<file path="src/rtl/d_loader_pkg.sv">
// d_loader_pkg: shared types and helpers for the matrix-D row loader.
package d_loader_pkg;

    localparam int DATA_W = 8;

    typedef logic [DATA_W-1:0] d_word_t;

    // Words in the whole D stream: M3 columns x N1 rows x M1/N1 phases.
    function automatic logic [63:0] d_total_words(
        input logic [31:0] m3,
        input logic [31:0] m1dn1,
        input int          n1
    );
        return 64'(m3) * 64'(m1dn1) * 64'(n1);
    endfunction

endpackage

</file>
<file path="src/rtl/d_row_loader_delay.sv">
// pipe_delay: resettable shift-register delay line; DEPTH of 0 is a wire.
module pipe_delay #(
    parameter int WIDTH = 1,
    parameter int DEPTH = 1
) (
    input  logic             clk,
    input  logic             rst,
    input  logic [WIDTH-1:0] d_i,
    output logic [WIDTH-1:0] q_o
);
    import d_loader_pkg::*;

    if (DEPTH == 0) begin : g_wire
        logic unused;
        assign unused = clk ^ rst;
        assign q_o    = d_i;
    end else begin : g_sr
        logic [WIDTH-1:0] stage_q [DEPTH];

        always_ff @(posedge clk) begin
            if (rst) begin
                for (int i = 0; i < DEPTH; i++) begin
                    stage_q[i] <= '0;
                end
            end else begin
                stage_q[0] <= d_i;
                for (int i = 1; i < DEPTH; i++) begin
                    stage_q[i] <= stage_q[i-1];
                end
            end
        end

        assign q_o = stage_q[DEPTH-1];
    end

endmodule

</file>
<file path="src/rtl/d_row_loader.sv">
// d_row_loader: realigns D BRAM words with their row select and stages
// them into per-row N2-word groups for the systolic array.
module d_row_loader #(
    parameter int N1           = 4,
    parameter int N2           = 4,
    parameter int DATA_W       = 8,
    parameter int MATRIXSIZE_W = 16,
    parameter int RD_LAT       = 1
) (
    input  logic                      clk,
    input  logic                      rst,
    input  logic [MATRIXSIZE_W-1:0]   M3,
    input  logic [MATRIXSIZE_W-1:0]   M1dN1,
    input  logic                      valid_D,
    input  logic [N1-1:0]             activate_D,
    input  logic [DATA_W-1:0]         rd_data_D,
    output logic [N1*N2*DATA_W-1:0]   row_data,
    output logic [N1-1:0]             row_load,
    output logic                      done
);
    import d_loader_pkg::*;

    localparam int TOT_W = 2*MATRIXSIZE_W + $clog2(N1);
    localparam int CNT_W = (N2 > 1) ? $clog2(N2) : 1;
    localparam int GRP_W = N2*DATA_W;
    localparam logic [CNT_W-1:0] CNT_LAST = CNT_W'(N2-1);

    logic             wv;
    logic [N1-1:0]    wa;
    logic             acc;
    logic [TOT_W-1:0] tot_q, tot_d;
    logic             done_q, done_d;
    logic [63:0]      target;

    // Valid also waits out the generator's address register.
    pipe_delay #(.WIDTH(1), .DEPTH(1+RD_LAT)) u_vdly (
        .clk (clk),
        .rst (rst),
        .d_i (valid_D),
        .q_o (wv)
    );

    pipe_delay #(.WIDTH(N1), .DEPTH(RD_LAT)) u_adly (
        .clk (clk),
        .rst (rst),
        .d_i (activate_D),
        .q_o (wa)
    );

    assign acc    = wv && (wa != '0) && !done_q;
    assign target = d_total_words(32'(M3), 32'(M1dN1), N1);

    always_comb begin
        tot_d  = tot_q;
        done_d = done_q;
        if (acc) begin
            tot_d = tot_q + 1'b1;
            if (64'(tot_d) == target) begin
                done_d = 1'b1;
            end
        end
    end

    always_ff @(posedge clk) begin
        if (rst) begin
            tot_q  <= '0;
            done_q <= 1'b0;
        end else begin
            tot_q  <= tot_d;
            done_q <= done_d;
        end
    end

    assign done = done_q;

    for (genvar r = 0; r < N1; r++) begin : g_row
        logic [GRP_W-1:0] sh_q, sh_d;
        logic [CNT_W-1:0] cnt_q, cnt_d;
        logic [GRP_W-1:0] data_q;
        logic             pend_q, load_q;
        logic             take, last;

        assign take = acc && wa[r];
        assign last = (cnt_q == CNT_LAST);

        always_comb begin
            sh_d  = sh_q;
            cnt_d = cnt_q;
            if (take) begin
                sh_d  = {sh_q[GRP_W-DATA_W-1:0], rd_data_D};
                cnt_d = last ? '0 : cnt_q + 1'b1;
            end
        end

        // Completed group is published one edge after its last word.
        always_ff @(posedge clk) begin
            if (rst) begin
                sh_q   <= '0;
                cnt_q  <= '0;
                pend_q <= 1'b0;
                load_q <= 1'b0;
                data_q <= '0;
            end else begin
                sh_q   <= sh_d;
                cnt_q  <= cnt_d;
                pend_q <= take && last;
                load_q <= pend_q;
                if (pend_q) begin
                    data_q <= sh_q;
                end
            end
        end

        assign row_data[r*GRP_W +: GRP_W] = data_q;
        assign row_load[r]                = load_q;
    end

endmodule

</file>
<file path="config.mk">
export PLATFORM = sky130hd
export DESIGN_NAME = d_row_loader
export DESIGN_NICKNAME = d
export VERILOG_FILES = /design/src/rtl/d_loader_pkg.sv /design/src/rtl/d_row_loader_delay.sv /design/src/rtl/d_row_loader.sv
export SDC_FILE = /design/constraint.sdc
export NUM_CORES = 1
export LEC_CHECK = 0
export CORE_AREA = 2 2 233 258
export CTS_CLUSTER_DIAMETER = 40
export CTS_CLUSTER_SIZE = 24
export DETAILED_ROUTE_END_ITERATION = 8
export DIE_AREA = 0 0 235 260
export HOLD_SLACK_MARGIN = 0.06
export PLACE_DENSITY = 0.54
export SETUP_SLACK_MARGIN = 0.15
export SYNTH_ARGS = -nofsm -noshare
export SYNTH_HDL_FRONTEND = slang
export SYNTH_SLANG_ARGS = --single-unit
</file>
<file path="constraint.sdc">
create_clock -name clk -period 10.2 [get_ports clk]
set_clock_uncertainty 0.2 [all_clocks]
set_input_delay 2.55 -clock clk [delete_from_list [all_inputs] [get_ports clk]]
set_output_delay 2.55 -clock clk [all_outputs]
set_load 0.05 [all_outputs]
</file>
Word-level counts from Yosys, hierarchy flattened:

Memory sizes are Yosys's and may differ from the RTL's.
Cells that the tools add are included.
W data, S select, Z words.

* bits in registers: 307
* latch bits: 0
* RAM bits: 6
* ROM bits: 0
* input bits: 47
* output and inout port bits: 133
* logic and storage cells: 62
* memories: 2

Memory list
* u_adly.g_sr.stage_q: depth 1, width 4, read ports 1, clocked after Yosys merged registers in 0, write ports 1, line d_row_loader_delay.sv:18 `logic [WIDTH-1:0] stage_q [DEPTH];`
* u_vdly.g_sr.stage_q: depth 2, width 1, read ports 2, clocked after Yosys merged registers in 0, write ports 2, line d_row_loader_delay.sv:18

* add/subtract/negate cells: 5
* multiply operators: 1
* div/mod/pow operators: 0
* order comparisons: 0
* equal/unequal tests: 5
* shifts and indexed selects: 0
* muxes and demuxes: 11
* bitwise logic cells: 2
* reduce and logical (&&, ||, !) cells: 14

Operator list (number)
* $add A34 B1 Y34 const B: 1
* $eq A34 B34 Y1: 1
* $mul A16 B16 Y32: 1
* $logic_and A1 B1 Y1: 10
* $add A2 B1 Y2 const B: 4
* $eq A2 B2 Y1 const B: 4
* $mux W2: 4
* $mux W1: 6
* $mux W4: 1
* $reduce_bool A4 Y1: 1
* $reduce_or A4 Y1: 1
* $or A1 B1 Y1: 2
* $reduce_and A2 Y1: 1
* $logic_not A1 Y1: 1

Depth between registers and ports, before layout:

Gate-level depths: netlist (run 1).
An unclocked memory read counts as a cell.

* depth after elaboration: 6
* depth in mapped cells: 25

Hierarchy:

From an unflattened synthesis (run 1), not the netlist that was laid out.

* cells, all modules: 2336
* area, all modules: 20552.2 µm²

Modules (own cells, without submodules)
* d_row_loader: instances 1, cells each 2324, area an instance 20394.6 µm², seq. area each 6145.9 µm²
* pipe_delay at u_adly: instances 1, cells each 8, area an instance 105.1 µm², seq. area each 80.1 µm²
* pipe_delay at u_vdly: instances 1, cells each 4, area an instance 52.6 µm², seq. area each 40.0 µm²

Least setup slack after synthesis (run 1):

Ideal clock, no wire load.

* path type: in2reg
* start: input port M3[6]
* end: register done_q (netlist: done)
* library setup time: 0.087 ns
* arrival: 8.419 ns
* setup slack: 1.494 ns
* stages: 22
* cells stage by stage: clkbuf_1 > clkbuf_1 > nand2_1 > fa_1 > fa_1 > fa_1 > fa_1 > fa_1 > fa_1 > inv_1 > ha_1 > clkbuf_1 > a21oi_1 > a21boi_0 > a31oi_1 > a2111oi_0 > nor2_1 > a221o_1 > a21oi_1 > xnor2_1 > nand2_1 > o31ai_1

* cells in the longest elaborated chain, start to end: 3

RTL lines
* start: declaration: line d_row_loader.sv:12 `input logic [MATRIXSIZE_W-1:0] M3,`
* $mul A16 B16 Y32: line d_loader_pkg.sv:14 `return 64'(m3) * 64'(m1dn1) * 64'(n1);`
* $eq A34 B34 Y1: line d_row_loader.sv:58 `if (64'(tot_d) == target) begin`
* $reduce_and A2 Y1 (no line)
* end signal: assignment: line d_row_loader.sv:70 `done_q <= done_d;`
* end: declaration: line d_row_loader.sv:32 `logic done_q, done_d;`

Every way passes these cells.
A chain may end at the register's enable or synchronous reset.

Final worst setup path (run 1):

* start: input port M1dN1[15]
* end: register done_q (netlist: done)

* cells in the longest elaborated chain, start to end: 3

RTL lines
* start: declaration: line d_row_loader.sv:13 `input logic [MATRIXSIZE_W-1:0] M1dN1,`
* $mul A16 B16 Y32: line d_loader_pkg.sv:14
* $eq A34 B34 Y1: line d_row_loader.sv:58
* $reduce_and A2 Y1 (no line)

Every way passes these cells.

==> results of run 1 <==
## worst max-delay path: cells and delay by family
family / cells / cell delay, ps
AOI/OAI and AO/OA: 5 / 1540
xor gates and xnor gates: 1 / 180
adders and majority gates: 7 / 3630
buffers and inverters: 2 / 940
and+or+nand+nor: 4 / 750
## registers in the layout, indices dropped and copies added, names as in the netlist
name                 flops
g_row.cnt_q              8
u_vdly.g_sr.stage_q      2
tot_q                   34
g_row.data_q           128
g_row.load_q             4
done                     1
g_row.sh_q             128
u_adly.g_sr.stage_q      4
g_row.pend_q             4
## metal layers
layer,vias to the layer above,GRT usage [%],share of wire [%]
li1,7612,-,-
met1,7544,21.2,42
met2,330,30.7,50
met3,79,3.83,5.9
met4,4,4.59,2.4
met5,-,0,0.053
## power by group
part	internal, mW	leakage [nW]	switching (mW)
clock network	0.632	0.539	0.581
logic	2.02	6.10	2.70
registers	1.22	2.52	0.00233
total	3.87	9.16	3.28
## area by class of cell
| type | count | area [µm²] | share of cell area (%) |
|---|---|---|---|
| flip-flops and latches | 313 | 6270 | 26.3 |
| inverters | 191 | 717 | 3.00 |
| multi-input cells | 1681 | 12800 | 53.7 |
| diodes | 1 | 2.50 | 0.0105 |
| repair buffers | 205 | 2000 | 8.39 |
| clock inverters | 25 | 330 | 1.38 |
| well taps | 760 | 951 | 3.98 |
| clock buffers | 33 | 783 | 3.28 |
## metrics by stage
stage	cells	setup WS (ps)
detailed placement	3150	364
CTS	3208	976
global route	3208	429
finish	3209	877
global placement	3150	497
floorplan	2320	1490
## synth_stat cells, drive strengths merged (6+ instances only)
library cell / n
and2: 104
dfxtp: 313
nand3: 32
o21ai: 29
xor2: 30
clkbuf: 120
nor2: 177
ha: 110
xnor2: 75
nand4: 21
nor4: 6
nand2: 482
buf: 15
mux2i: 129
a21oi: 168
inv: 191
fa: 194
nor2b: 12
and3: 9
a21o: 15
or3: 14
nor3: 19
## logic make-up after synthesis
logic type                 share of synthesized area, %
adders and majority gates                          25.9
buffers and inverters                              6.14
xor gates and xnor gates                           4.52
DFF                                                30.8
muxes                                              6.40
AOI/OAI and AO/OA                                  6.78
and+or+nand+nor                                    19.5
## layout by cell type, fill, tap and decap left out, types with 30 or more instances in the layout
master | netlist | final
mux2i_1 | 129 | 129
ha_1 | 110 | 110
clkbuf_16 | 0 | 31
a21oi_1 | 168 | 168
dfxtp_1 | 313 | 309
nand2_1 | 482 | 482
nand3_1 | 30 | 30
xor2_1 | 30 | 30
inv_1 | 191 | 191
and2_1 | 104 | 104
fa_1 | 194 | 194
xnor2_1 | 75 | 75
nor2_1 | 177 | 177
clkdlybuf4s50_1 | 0 | 178
## worst max path at each step
stage | start | endpoint | slack, ps | depth (start not counted)
after floorplan | M3[6] | done$_SDFFE_PP0P_ | 1490 | 22
after global placement | M1dN1[15] | done$_SDFFE_PP0P_ | 500 | 19
after detailed placement | M1dN1[15] | done$_SDFFE_PP0P_ | 360 | 19
after CTS | M1dN1[15] | done$_SDFFE_PP0P_ | 980 | 19
after global routing | M3[4] | done$_SDFFE_PP0P_ | 430 | 20
final | M1dN1[15] | done$_SDFFE_PP0P_ | 880 | 19
==> impl_results.md, run 1 <==
- # fillers: 5826
- Worst-path fanout max: 16
- Cell row count: 93
- Die height: 260 µm
- Slew of the pin with the lowest slew margin: 1090 ps
- Worst hold endpoint: g_row[1].sh_q[24]$_SDFFE_PP0P_
- Synth top area cells: dfxtp_1, fa_1, nand2_1
- Fin util: 41.0%
- Final period utilization: 91.4%
- Min Hold Slack: 256 ps
- Routed wire length: 53.0 mm
- First-pass GRT wire length: 87.0 mm
- VDD IR-drop max: 0.000273 V
- CTS buffer count: 31
- Clock network latency to the later pin of the worst-skew pair: 580 ps
- Syn. warnings: 0
- Fin Setup TNS: 0 ps
- Number of global-route vias before repair: 16.2k
- Crit-path max cell delay: 890 ps
- Core Area: 58300 µm²
- Via/cell ratio: 4.85
- Seq/Total Area, Yosys: 30.8%
- Mapped Nets: 2671
- Top cell type's share of synthesized area: 30.8%
- Largest net degree at the start of global routing: 229
- Number of synthesized flops with an enable pin: 0
- Syn_area_per_cell: 8.77 µm²
- Pre-antenna DRT Iters: 5
- Final Cell Area: 23900 µm²
- Yosys cell types: 55
- Crit path kind: in2reg
- Die Wd: 235 µm
- Final ANT Viol Nets: 0
- Post-DP Area: 22800 µm²
- Clock tree from TritonCTS: yes
- Async SR Flop Fraction: 0%
- Dpl hpwl: 39.9 mm
- Effective utilization at floorplan: 34.9%
- Initial antenna violation count: 2
- Critical Path AT: 9620 ps
- Slew HR: 27.2%
- Max Fclk: 0.107 GHz
- Clk root buf: clkbuf_16
- Longest Clk Path Bufs: 3
- Hold wc startpoint: g_row[1].sh_q[24]$_SDFFE_PP0P_
- Wire length per cell: 16.5 µm
- RSZ-0062 raised after global routing: no
- Number of hold buffers added after cts: 0
- Critical-path top delay cell: clkdlybuf4s50_1
- I/O Pins: 180
- Status: finished, final reports clean
- Worst hold stages: 2
- Cells after Synth: 2320
- Post-synthesis register bit count: 313
- Total grt overflow: 0
- Vias: 15.6k
- GR Util All Layers: 17.3%
- Iter 0 DRT Violations: 776
- Max cap viols: 0
- R2R Setup Slk: 6550 ps
- Final Hold Fails: 0
- H-tree levels: 1
- Biggest area consumer among synthesized cells: dfxtp_1
- Crit Reg-Reg Endpoint: done$_SDFFE_PP0P_
- Drc violations: 0
- Max-slew violations: 0
- Cell mode on critical path: fa_1
- Minimum clock period: 9320 ps
- Post-CTS Setup Inserts: 0
- Reg2reg path depth: 11
- Synthesized area: 20300 µm²
- Proportion of layout cells with a drive suffix above 1: 3.96%
- CTS resizes: 0
- Dominant synthesized flop cell: dfxtp_1
- Setup crit start kind: input pin
- P_leak: 9.16 nW
- Fin nets: 2774
- Pwr Total: 7.15 mW
- Clock Sinks: 313
- Die ar.: 61100 µm²
- Final Setup Violations: 0
- Cell Chain, Critical Path: clkdlybuf4s50_1 -> nand2_1 -> fa_1 -> fa_1 -> fa_1 -> fa_1 -> fa_1 -> fa_1 -> inv_1 -> ha_1 -> a21oi_1 -> o21ai_0 -> a311o_1 -> a211oi_1 -> xnor2_1 -> nand3_1 -> nor4_1 -> nand4_1 -> o31ai_1
- CP Data Required Time: 10500 ps
- Routability cong.: 0.857
- Clk slew on worst S/H paths: 70 ps
- I/O Buffers: 179
- PD cells: 299 nW/µm²
- P&R area growth vs syn: 17.4%
- Critical path capture point type: flip-flop
- Min-delay worst type: reg2reg
- FF-to-FF Start: tot_q[0]$_SDFFE_PP0P_
No activity file was read; power rests on OpenSTA's default activity.
==> run 2, diff against run 1 <==
--- a/config.mk
+++ b/config.mk
@@ -10,8 +10,9 @@
 export CTS_CLUSTER_SIZE = 24
 export DETAILED_ROUTE_END_ITERATION = 8
 export DIE_AREA = 0 0 235 260
+export DONT_BUFFER_PORTS = 1
 export HOLD_SLACK_MARGIN = 0.06
-export PLACE_DENSITY = 0.54
+export PLACE_DENSITY = 0.5
 export SETUP_SLACK_MARGIN = 0.15
 export SYNTH_ARGS = -nofsm -noshare
 export SYNTH_HDL_FRONTEND = slang
==> impl_results.md, run 2 (synthesis results as in run 1) <==
- Status: finished, final reports clean
- Minimum clock period: 8210 ps (-1120 ps)
- Setup crit start kind: input pin
- Dpl hpwl: 38.2 mm (-4.1%)
- P&R area growth vs syn: 7.60%
- Crit-path leading delay family: adder cells
- Number of global-route vias before repair: 15.4k (-4.5%)
- VDD IR-drop max: 0.000239 V (-12%)
- Wire length per cell: 17.1 µm (+3.6%)
- Placed Cells incl. Taps: 2953 (-6.3%)
- Clk root buf: clkbuf_16
- Max cap viols: 0 (unchanged)
- Critical path capture point type: flip-flop
- Routed wire length: 51.5 mm (-2.9%)
- P_leak: 8.39 nW (-8.3%)
- Final Setup Violations: 0 (unchanged)
- Critical-path top delay cell: fa_1
- Min-delay worst type: reg2reg
- Final Cell Area: 21900 µm² (-8.4%)
- Fin Setup TNS: 0 ps (unchanged)
- Proportion of layout cells with a drive suffix above 1: 3.25% (-0.71 points)
- CTS buffer count: 29 (-6.5%)
- Clock network latency to the later pin of the worst-skew pair: 550 ps (-30 ps)
- Largest net degree at the start of global routing: 315 (+38%)
- R2R Setup Slk: 6580 ps (+30 ps)
- Core Area: 58300 µm² (unchanged)
- Hold wc startpoint: u_vdly.g_sr.stage_q[0][0]$_SDFF_PP0_
- Slew of the pin with the lowest slew margin: 1110 ps (+19.3 ps)
- Worst hold endpoint: u_vdly.g_sr.stage_q[0][1]$_SDFF_PP0_
- Final Hold Fails: 0 (unchanged)
- Iter 0 DRT Violations: 662 (-15%)
- Crit path kind: in2reg
- Net Sw Frac: 45.1% (-0.79 points)
- Cell mode on critical path: fa_1
- Drc violations: 0 (unchanged)
- Routability cong.: 0.845 (-1.4%)
- Final ANT Viol Nets: 0 (unchanged)
- First-pass GRT wire length: 85.5 mm (-1.7%)
- Number of hold buffers added after cts: 0 (unchanged)
- PD cells: 323 nW/µm² (+7.8%)
- H-tree levels: 1 (unchanged)
- NetSw: 3.18 mW (-2.9%)
- Commonest non-fill, non-tap cell in the layout: nand2_1
- Worst hold stages: 1 (-1)
- Most frequent cells in the layout: nand2_1, dfxtp_1, fa_1
- Reg2reg path depth: 11 (unchanged)
- Crit-path max cell delay: 550 ps (-340 ps)
- Slew HR: 25.9% (-1.3 points)
- Fin util: 37.5% (-3.4 points)
- Flop pwr share: 17.4% (+0.3 points)
- Die Wd: 235 µm (unchanged)
- Max Fclk: 0.122 GHz (+14%)
- Die height: 260 µm (unchanged)
- Post-CTS Setup Inserts: 0 (unchanged)
- Final period utilization: 80.5% (-11 points)
- Worst-path fanout max: 16 (unchanged)
- Post-DP Area: 20800 µm² (-8.5%)
- Total buffers and inverters traversed by the critical path: 3 (+1)
- Regs by FF count: g_row.data_q: 128 flops, g_row.sh_q: 128 flops, tot_q: 34 flops
- Die ar.: 61100 µm² (unchanged)
- Clock Sinks: 313 (unchanged)
- Total grt overflow: 0 (unchanged)
- Longest Clk Path Bufs: 3 (unchanged)
- I/O Buffers: 0 (-100%)
- Max-slew violations: 0 (unchanged)
- RSZ-0062 raised after global routing: no
- Finished Layout Cells: 3007 (-6.3%)
- Effective utilization at floorplan: 34.9% (unchanged)
- Internal power: 3.88 mW (+0.19%)
- GR Util All Layers: 17.0% (-0.28 points)
- Initial antenna violation count: 5 (+3)
- Clock tree from TritonCTS: yes
- Critical Path AT: 8470 ps (-1150 ps)
- Via/cell ratio: 4.90 (+0.91%)
- Pre-antenna DRT Iters: 6 (+1)
- Cell Chain, Critical Path: nand2_1 -> fa_1 -> fa_1 -> inv_1 -> fa_1 -> inv_1 -> fa_1 -> fa_1 -> fa_1 -> inv_1 -> ha_1 -> a21oi_1 -> o21ai_0 -> a311o_1 -> a211oi_1 -> nor2_1 -> a31oi_1 -> xnor2_1 -> nand4_1 -> o31ai_1
- Cell row count: 93 (unchanged)
- Clock network fraction of total power: 16.7% (-0.3 points)
- Vias: 14.7k (-5.4%)
- Clk slew on worst S/H paths: 80 ps (about the same)
- I/O Pins: 180 (unchanged)
- Comb power frac: 65.9% (about the same)
- CTS resizes: 0 (unchanged)
- FF-to-FF Start: tot_q[0]$_SDFFE_PP0P_
- CP Data Required Time: 10470 ps (-30 ps)
- Fin nets: 2575 (-7.2%)
- Crit Reg-Reg Endpoint: done$_SDFFE_PP0P_
==> run 2: cell types whose count changed in the layout (fill, tap and decap cells not counted), moves of 4 or more <==
cell,previous run,this run
clkdlybuf4s50_1,178,0
buf_4,25,8
inv_6,5,1
inv_8,5,1
==> run 2: area by class of cell <==
cell class                 instances  area [µm²]
antenna                            1        2.50
clock buffer                      32         747
clock inverter                    21         312
fill                            5973       36400
inverter                         191         717
multi-input combinational       1681       12800
sequential                       313        6270
tap                              760         951
timing repair buffer               8        60.1
==> run 2: how the worst max path moves through the flow <==
| stage | start | endpoint | slack [ps] | cells past startpoint |
|---|---|---|---|---|
| after global routing | M3[9] | done$_SDFFE_PP0P_ | 1520 | 20 |
| after floorplan | M3[6] | done$_SDFFE_PP0P_ | 1490 | 22 |
| after global placement | M3[9] | done$_SDFFE_PP0P_ | 1540 | 20 |
| after CTS | M3[9] | done$_SDFFE_PP0P_ | 2030 | 20 |
| after detailed placement | M1dN1[15] | done$_SDFFE_PP0P_ | 1490 | 19 |
| final | M3[9] | done$_SDFFE_PP0P_ | 1990 | 20 |
==> run 2: worst register-to-register path, cell delays in order, from the launching register on <==
cell     delay [ps]
dfxtp_1         410
ha_1            340
nand4_2         280
nor3_2          540
xnor2_1         200
xnor2_1         150
nand3_1          90
nor4_1          580
nand4_1         180
nor4_1          190
nand4_1         130
o31ai_1         260
==> run 2: routing by layer <==
layer / vias up / routed length [µm] / GRT usage [%]
li1: 7203 / - / -
met1: 7113 / 21500 / 20.8
met2: 306 / 25000 / 29.4
met3: 92 / 3330 / 4.21
met4: 8 / 1620 / 5.70
met5: - / 47 / 0
==> run 2: per-stage QoR <==
step / setup slack (ps) / hold WS [ps] / total power [mW]
2_1_floorplan: 1490 / 214 / 4.85
3_3_place_gp: 1540 / 234 / 5.90
3_5_place_dp: 1490 / 228 / 5.90
4_1_cts: 2030 / 247 / 7.14
5_1_grt: 1520 / 267 / 7.79
6_report: 1990 / 240 / 7.06
==> run 2: power by group through the flow <==
stage	Combinational, mW	Sequential, mW	Clock (mW)
2_1_floorplan	3.60	1.25	0
3_3_place_gp	4.64	1.25	0
3_5_place_dp	4.65	1.26	0
4_1_cts	4.69	1.23	1.22
5_1_grt	5.31	1.23	1.26
6_report	4.66	1.23	1.18
==> run 3, diff against run 2 <==
==> constraint.sdc (replaced) <==
create_clock -name clk -period 7.97 [get_ports clk]
set_clock_uncertainty 0.2 [all_clocks]
set_input_delay 1.9925 -clock clk [delete_from_list [all_inputs] [get_ports clk]]
set_output_delay 1.9925 -clock clk [all_outputs]
set_load 0.05 [all_outputs]
==> impl_results.md, run 3 (synthesis results as in run 1) <==
- Reg2reg path depth: 11 (unchanged)
- Cell row count: 93 (unchanged)
- Clock network latency to the later pin of the worst-skew pair: 570 ps (+20 ps)
- Setup crit start kind: input pin
- Die ar.: 61100 µm² (unchanged)
- Critical Path Stages: 20 (unchanged)
- Crit-path leading delay family: adder cells
- Total buffers and inverters traversed by the critical path: 2 (-1)
- Worst-path fanout max: 16 (unchanged)
- First-pass GRT wire length: 84.4 mm (-1.2%)
- Min-delay worst type: reg2reg
- P&R area growth vs syn: 8.07%
- Wire length per cell: 17.0 µm (-0.84%)
- Routability cong.: 0.858 (+1.5%)
- CTS resizes: 0 (unchanged)
- Max Fclk: 0.134 GHz
- Effective utilization at floorplan: 34.9% (unchanged)
- P_leak: 8.49 nW (+1.2%)
- Total grt overflow: 0 (unchanged)
- Critical path capture point type: flip-flop
- Number of global-route vias before repair: 15.4k (+0.065%)
- Initial antenna violation count: 5 (unchanged)
- Slew of the pin with the lowest slew margin: 1100 ps (-9.86 ps)
- GR Util All Layers: 16.9% (-0.16 points)
- Clock tree from TritonCTS: yes
- FF-to-FF Start: tot_q[0]$_SDFFE_PP0P_
- Crit path kind: in2reg
- Commonest non-fill, non-tap cell in the layout: nand2_1
- Post-DP Area: 21000 µm² (+0.95%)
- CTS buffer count: 28 (-3.4%)
- Regs by FF count: g_row.data_q: 128 flops, g_row.sh_q: 128 flops, tot_q: 34 flops
- Die Wd: 235 µm (unchanged)
- PD cells: 433 nW/µm² (+34%)
- Min Hold Slack: 254 ps (+13.4 ps)
- Final period utilization: 93.8%
- Clk slew on worst S/H paths: 80 ps (about the same)
- Critical Path AT: 7730 ps (-740 ps)
- R2R Setup Slk: 4460 ps (-2120 ps)
- Largest net degree at the start of global routing: 315 (unchanged)
- Cell Chain, Critical Path: and2_1 -> fa_1 -> inv_1 -> fa_1 -> fa_1 -> fa_1 -> fa_1 -> inv_1 -> ha_1 -> ha_1 -> and2_1 -> a221oi_1 -> nand2b_1 -> a2111oi_1 -> nor2_1 -> a221o_1 -> a21oi_1 -> xnor2_1 -> nand2_1 -> o31ai_1
- # diodes: 0 (-1)
- Iter 0 DRT Violations: 764 (+15%)
- Critical-path top delay cell: fa_1
- Fin nets: 2599 (+0.93%)
- Number of hold buffers added after cts: 0 (unchanged)
- Crit-path max cell delay: 550 ps (about the same)
- Final Hold Fails: 0 (unchanged)
- Final Cell Area: 22000 µm² (+0.44%)
- Routed wire length: 51.4 mm (-0.11%)
- CP Data Required Time: 8230 ps (-2240 ps)
- Dpl hpwl: 38.4 mm (+0.44%)
- Critical Path Source: M1dN1[15]
- Die height: 260 µm (unchanged)
- Most frequent cells in the layout: nand2_1, dfxtp_1, fa_1
- RSZ-0062 raised after global routing: no
- Post-CTS Setup Inserts: 0 (unchanged)
- Proportion of layout cells with a drive suffix above 1: 4.28% (+1.0 points)
- Clock Sinks: 313 (unchanged)
- Crit Reg-Reg Endpoint: done$_SDFFE_PP0P_
- Cell mode on critical path: fa_1
- H-tree levels: 1 (unchanged)
- Final Setup Violations: 0 (unchanged)
- # fillers: 5977 (+0.067%)
- Status: finished, final reports clean
- I/O Pins: 180 (unchanged)
- Minimum clock period: 7480 ps
- Vias: 14.8k (+0.41%)
- Pre-antenna DRT Iters: 5 (-1)
- Slew HR: 26.5% (+0.66 points)
- Core Area: 58300 µm² (unchanged)
- Clk root buf: clkbuf_16
- Longest Clk Path Bufs: 3 (unchanged)
- VDD IR-drop max: 0.000359 V (+50%)
- Via/cell ratio: 4.88 (-0.31%)
- Max cap viols: 0 (unchanged)
- Drc violations: 0 (unchanged)
- Max-slew violations: 0 (unchanged)
- End of the critical path: done$_SDFFE_PP0P_
- I/O Buffers: 0 (unchanged)
- Final ANT Viol Nets: 0 (unchanged)
==> run 3: cell types whose count changed in the layout (fill, tap and decap cells not counted), moves of 2 or more <==
cell	before	now
clkinvlp_4	4	0
bufinv_16	4	0
buf_4	8	33
clkinv_4	4	1
inv_6	1	5
clkbuf_8	1	3
inv_8	1	3
clkinv_8	3	1
==> run 3: layout make-up <==
class	count	area (µm²)	area share, %
Multi-Input combinational cell	1681	12800	58.4
Tap cell	760	951	4.33
Sequential cell	313	6270	28.5
Timing Repair Buffer	33	248	1.13
Inverter	191	717	3.26
Clock inverter	16	181	0.825
Clock buffer	35	778	3.54
==> run 3: per-layer routing <==
metal	track usage, %	wire (µm)	vias up
met5	0	57	-
met4	4.59	1200	10
met3	3.65	3020	73
met2	29.7	25500	278
met1	20.8	21700	7187
li1	-	-	7235
==> run 3: worst min-delay path by stage <==
stage                                              start                              endpoint  slack [ps]  depth (start not counted)
floorplan           u_vdly.g_sr.stage_q[0][0]$_SDFF_PP0_  u_vdly.g_sr.stage_q[0][1]$_SDFF_PP0_         210                          1
global placement    u_vdly.g_sr.stage_q[0][0]$_SDFF_PP0_  u_vdly.g_sr.stage_q[0][1]$_SDFF_PP0_         240                          1
detailed placement  u_vdly.g_sr.stage_q[0][0]$_SDFF_PP0_  u_vdly.g_sr.stage_q[0][1]$_SDFF_PP0_         230                          1
CTS                       g_row[3].sh_q[15]$_SDFFE_PP0P_        g_row[3].sh_q[23]$_SDFFE_PP0P_         260                          2
global route              g_row[0].sh_q[26]$_SDFFE_PP0P_        g_row[0].sh_q[26]$_SDFFE_PP0P_         280                          2
finish              u_vdly.g_sr.stage_q[0][0]$_SDFF_PP0_  u_vdly.g_sr.stage_q[0][1]$_SDFF_PP0_         250                          1
==> run 3: per-stage QoR <==
stage	std cells	power [mW]	setup WS, ps	TNS, ps	utilization (%)
after floorplan	2320	6.27	154	0	-
after global placement	2978	8.14	-33.4	-33.4	36.1
after detailed placement	2978	8.16	-73.1	-73.1	36.1
after CTS	3029	9.64	485	0	37.7
after global routing	3029	10.5	175	0	37.7
final	3029	9.52	492	0	37.7
==> run 3: report_power, final <==
group          total, mW  internal [mW]  leakage (nW)  switching [mW]
logic               6.55           3.05          5.49            3.50
registers           1.57           1.57          2.52         0.00294
clock network       1.40          0.733         0.474           0.665
total               9.52           5.35          8.49            4.17
==> run 3: worst register-to-register path, delay by kind of cell, from the launching register on <==
kind / cells / cell delay, ps
simple gates: 6 / 1570
flops: 1 / 410
xor+xnor: 2 / 390
compound gates: 2 / 510
fa+ha+maj: 1 / 330
